File: config.mk
export PLATFORM = sky130hd
export DESIGN_NAME = gray_seq_gen
export DESIGN_NICKNAME = d
export VERILOG_FILES = /design/src/rtl/gray_seq_gen_pkg.sv /design/src/rtl/gray_seq_gen_bin_to_gray.sv /design/src/rtl/gray_seq_gen.sv
export SDC_FILE = /design/constraint.sdc
export NUM_CORES = 1
export LEC_CHECK = 0
export ABC_AREA = 1
export BUFFER_PORTS_ARGS = -buffer_cell sky130_fd_sc_hd__clkbuf_2
export CORE_MARGIN = 8
export CORE_UTILIZATION = 50
export CTS_CLUSTER_SIZE = 30
export DETAILED_ROUTE_END_ITERATION = 16
export GPL_TIMING_DRIVEN = 0
export MAX_ROUTING_LAYER = met4
export PLACE_DENSITY = 0.75
export RECOVER_POWER = 50
export SETUP_SLACK_MARGIN = 0.3
export SYNTH_ARGS = -nofsm -noshare
export SYNTH_HDL_FRONTEND = slang
export SYNTH_SLANG_ARGS = --single-unit
File: constraint.sdc
create_clock -name clk -period 2.1 [get_ports clk]
set_input_delay 0.21 -clock clk [delete_from_list [all_inputs] [get_ports clk]]
set_output_delay 0.21 -clock clk [all_outputs]
set_load 0.02 [all_outputs]
File: src/rtl/gray_seq_gen_pkg.sv
// Shared definitions for the Gray-code sequence generator.
// Holds the FSM state encoding and the default code width.
// Imported by gray_seq_gen and bin_to_gray.
package gray_seq_gen_pkg;

    // Default code width in bits (legal range 2..16).
    localparam int DATA_LEN_DEF = 5;

    // Two-state sequencer encoding.
    typedef enum logic {
        IDLE = 1'b0,
        RUN  = 1'b1
    } state_t;

endpackage

File: src/rtl/gray_seq_gen_bin_to_gray.sv
// Purpose : combinational binary-to-Gray mapping, gray = bin ^ (bin >> 1).
// Latency : zero (pure combinational); registering is the caller's job.
// Backpressure: none; ports are bin (binary in) and gray (Gray out).
module bin_to_gray
    import gray_seq_gen_pkg::*;
#(
    parameter int DATA_LEN = DATA_LEN_DEF
) (
    input  logic [DATA_LEN-1:0] bin,
    output logic [DATA_LEN-1:0] gray
);

    assign gray = bin ^ (bin >> 1);

endmodule

File: src/rtl/gray_seq_gen.sv
// Purpose : up/down Gray-code sequence generator, continuous or single pass.
// Latency : out_gray is registered from the next count, so it changes on the
//           same edge as the count; wrap/done are one-cycle registered pulses.
// Backpressure: valid/ready; the count only advances on out_valid & out_ready
//           and holds (with out_gray) otherwise.
// Ports   : clk, rst (async, active high); controls start/stop/dir/mode/load,
//           load_val; stream out_gray/out_valid/out_ready; status busy/wrap/done.
module gray_seq_gen
    import gray_seq_gen_pkg::*;
#(
    parameter int DATA_LEN = DATA_LEN_DEF
) (
    input  logic                clk,
    input  logic                rst,
    input  logic                start,
    input  logic                stop,
    input  logic                dir,
    input  logic                mode,
    input  logic                load,
    input  logic [DATA_LEN-1:0] load_val,
    output logic [DATA_LEN-1:0] out_gray,
    output logic                out_valid,
    input  logic                out_ready,
    output logic                busy,
    output logic                wrap,
    output logic                done
);

    localparam logic [DATA_LEN-1:0] ONE = DATA_LEN'(1);

    state_t              state;
    logic                dir_q;
    logic                mode_q;
    logic [DATA_LEN-1:0] count;
    logic [DATA_LEN-1:0] count_nxt;
    logic [DATA_LEN-1:0] step_val;
    logic [DATA_LEN-1:0] gray_nxt;
    logic                xfer;
    logic                at_term;
    logic                pass_end;

    assign xfer     = (state == RUN) & out_ready;
    // Terminal value depends on the latched direction: all-ones going up,
    // zero going down.
    assign at_term  = dir_q ? (count == '0) : (count == '1);
    // Single pass finishing: count must stay parked on the terminal value.
    assign pass_end = xfer & at_term & mode_q;
    // Modulo 2^DATA_LEN arithmetic makes the continuous-mode wrap implicit.
    assign step_val = dir_q ? (count - ONE) : (count + ONE);

    assign out_valid = (state == RUN);
    assign busy      = (state == RUN);

    always_comb begin
        count_nxt = count;
        if (state == IDLE) begin
            if (load) begin
                count_nxt = load_val;
            end
        end else if (xfer && !pass_end) begin
            count_nxt = step_val;
        end
    end

    // Gray code is taken from the next count so the out_gray register
    // tracks count with no extra cycle of delay.
    bin_to_gray #(
        .DATA_LEN (DATA_LEN)
    ) u_bin_to_gray (
        .bin  (count_nxt),
        .gray (gray_nxt)
    );

    always_ff @(posedge clk or posedge rst) begin
        if (rst) begin
            state    <= IDLE;
            dir_q    <= 1'b0;
            mode_q   <= 1'b0;
            count    <= '0;
            out_gray <= '0;
            wrap     <= 1'b0;
            done     <= 1'b0;
        end else begin
            count    <= count_nxt;
            out_gray <= gray_nxt;
            wrap     <= 1'b0;
            done     <= 1'b0;
            case (state)
                IDLE: begin
                    if (start) begin
                        state  <= RUN;
                        dir_q  <= dir;
                        mode_q <= mode;
                    end
                end
                RUN: begin
                    if (stop || pass_end) begin
                        state <= IDLE;
                        done  <= 1'b1;
                    end else if (xfer && at_term) begin
                        // Only continuous mode reaches here on the terminal
                        // value; a stop on the same cycle suppresses the pulse.
                        wrap <= 1'b1;
                    end
                end
                default: state <= IDLE;
            endcase
        end
    end

endmodule

==> run summary <==
Finished Layout Cells: 186
H-tree lvl count: 1
Post-Syn Instances: 131
Final hold vios: 0
Min-Delay Startpoint: mode
Top cell type's share of synthesized area: 36.6%
Chip height: 59.8 µm
Syn_area_per_cell: 7.31 µm²
Skew final: 9.98 ps
Post-route ant nets: 0
Setup-failing EPs final: 0
Post-synth ARST share: 100%
Grt ovf: 0
Post-synth EDFFs: 0
Worst Hold Depth: 2
Power per cell area: 1380 nW/µm²
Reg2reg start: dir_q
R2R depth: 9
CTS max path bufs: 2
Hpwl dp: 1750 µm
Num CTS Buffers: 3
Setup_tns: 0 ps
Final core occ: 63.7%
Total clock sinks: 14
Rel. slew slack: 63.9%
DIE AREA: 3570 µm²
Fraction of layout cells with a size suffix above 1: 28.3%
Crit Path Class: flip-flop to flip-flop
Placed Instances: 178
Synthesized area: 957 µm²
Top post-synthesis cells by area: dfrtp_1, nand2_1, nand3_1, inv_1, nor2_1
Skew-Pair Late Insertion Delay: 290 ps
Leakage power: 0.000654 µW
Via density: 5.12
CP endpoint kind: flip-flop
Hold crit path type: input port to flip-flop
RSZ-0062 raised after global routing: true
Total number of vias: 953
Vias in the first global route: 945
Final WL: 2410 µm
Worst VDD drop: 0.000791 V
Post-synth cell types: 23
GP Congestion: 0.863
Synth Net Count: 148
Ant diodes: 0
Total GRT Usage: 15.6%
Yosys reg bits: 14
Die X-Extent: 59.8 µm
Max cap viols: 0
Site Rows: 16
Post-synthesis sequential area ratio: 36.6%
Largest net degree at the start of global routing: 15
Global-route wire length before repair: 4160 µm
Initial Util: 50.9%
Area growth, synth to finish: 25.2%
Tcrit/Tclk final: 80.4%
Tmin final: 1690 ps
Actual slew at the worst max-slew pin: 540 ps
Area leader, netlist: dfrtp_1
Pre-Repair DR Iteration Count: 4
Initial antenna violation count: 0
Clock transition at path regs: 100 ps
Reg-to-reg critical path endpoint: out_gray[3]
I/O pin count: 22
Yosys warnings: 0
Worst setup SP type: flip-flop
Outcome: completed
Post-synth top flop: dfrtp_1
Critical path arrival: 1870 ps
Req. time, crit path: 2290 ps
CTS tree: built
Core area: 1880 µm²
Flop2flop setup slack: 410 ps
Hold EP: mode_q
Filler cells: 197
Clock root cell: clkbuf_4
Port bufs: 20
Max Clk Rate: 0.593 GHz
Drt first-iter violations: 28
CP max FO: 7
Wire per inst: 13.0 µm
NumNets Final: 177
Slew Limit Fails: 0
DRC violations left: 0
[layer usage]
layer / GRT usage, % / vias up / part of all wire [%]
li1: - / 470 / -
met1: 17.2 / 440 / 43
met2: 25.5 / 36 / 49
met3: 4.30 / 7 / 6.7
met4: 7.48 / 0 / 2.0
met5: - / - / 0
[critical path, cell delays in order, from the launching register on]
cell and delay, ps:
dfrtp_2 510, ha_4 280, a21oi_1 180, nand2_1 100
xnor2_1 160, nand3_1 100, nand3_2 90, inv_1 50
nand2_1 60, nand2_1 40
[through the flow]
stage	hold slack (ps)	cell area [µm²]	worst slack [ps]	total power [µW]
2_1_floorplan	99.2	957	452	1120
3_3_place_gp	252	1090	291	1300
3_5_place_dp	254	1090	255	1330
4_1_cts	140	1150	321	1570
5_1_grt	128	1200	302	1800
6_report	138	1200	412	1650
[sequential cells by signal, indices dropped and copies added, names as in the netlist]
name	cells
count	5
out_gray	4
busy	1
dir_q	1
done	1
mode_q	1
wrap	1
[power by group]
group	switching, µW	internal [µW]
registers	125	373
clock network	102	106
logic	561	383
total	788	862
[layout by cell type (no fill, tap or decap)]
master / instances
nand2_1: 41
inv_1: 17
nand3_1: 16
clkbuf_2: 16
dfrtp_1: 12
nor2_1: 11
buf_4: 5
clkbuf_1: 4
o21ai_0: 3
clkbuf_4: 3
nand2_2: 2
nand2_4: 2
buf_2: 2
nand3_2: 2
a21oi_1: 2
mux2_2: 2
ha_4: 2
dfrtp_2: 2
nor2_2: 1
nand3_4: 1
a21oi_2: 1
a21oi_4: 1
xor2_1: 1
nor3_1: 1
o21ai_1: 1
or2_2: 1
o211ai_1: 1
xnor2_1: 1
nand4_1: 1
fa_2: 1
ha_1: 1
clkbuf_8: 1
dlygate4sd3_1: 1
[cell type report]
class                           instances  area, µm²  area share (%)
Buffer                                  4       25.0            2.09
Multi-Input combinational cell         96        559            46.7
Timing Repair Buffer                   24        128            10.6
Tap cell                               27       33.8            2.82
Clock buffer                            4       36.3            3.03
Inverter                               17       63.8            5.32
Sequential cell                        14        353            29.4
[cell usage after synthesis, types with 2 or more instances]
cell and n:
buf_4 2, nand2_2 2, nor2_1 11, ha_1 3
a21oi_1 3, buf_2 2, o21ai_0 4, nand2_1 41
dfrtp_1 14, nand2_4 2, nand3_1 18, inv_1 17
mux2_2 2
[cells by family after synthesis]
logic type	after synthesis	share of synthesized area [%]
compound gates	9	6.14
xor+xnor	2	1.83
fa+ha+maj	4	6.01
buf+inv	21	9.28
flops	14	36.6
mux	2	2.35
simple gates	79	37.8
[how the worst max path moves through the flow]
stage | slack [ps] | to | depth (start not counted) | from
finish | 410 | out_gray[3] | 9 | dir_q
CTS | 320 | out_gray[3] | 9 | dir_q
detailed placement | 250 | out_gray[2] | 9 | dir_q
floorplan | 450 | out_gray[2] | 9 | dir_q
global placement | 290 | out_gray[2] | 9 | dir_q
global route | 300 | out_gray[3] | 10 | dir_q
[timing repair]
item | 4_1_cts | 5_1_grt
endpoints found under the hold margin | 14 | 0
setup buffers | 0 | 3
gates resized for setup | 2 | 7
pin swaps | 0 | 2
hold buffers | 1 | 0
endpoints found under the setup margin | 2 | 4
No activity file was read; power rests on OpenSTA's default activity.
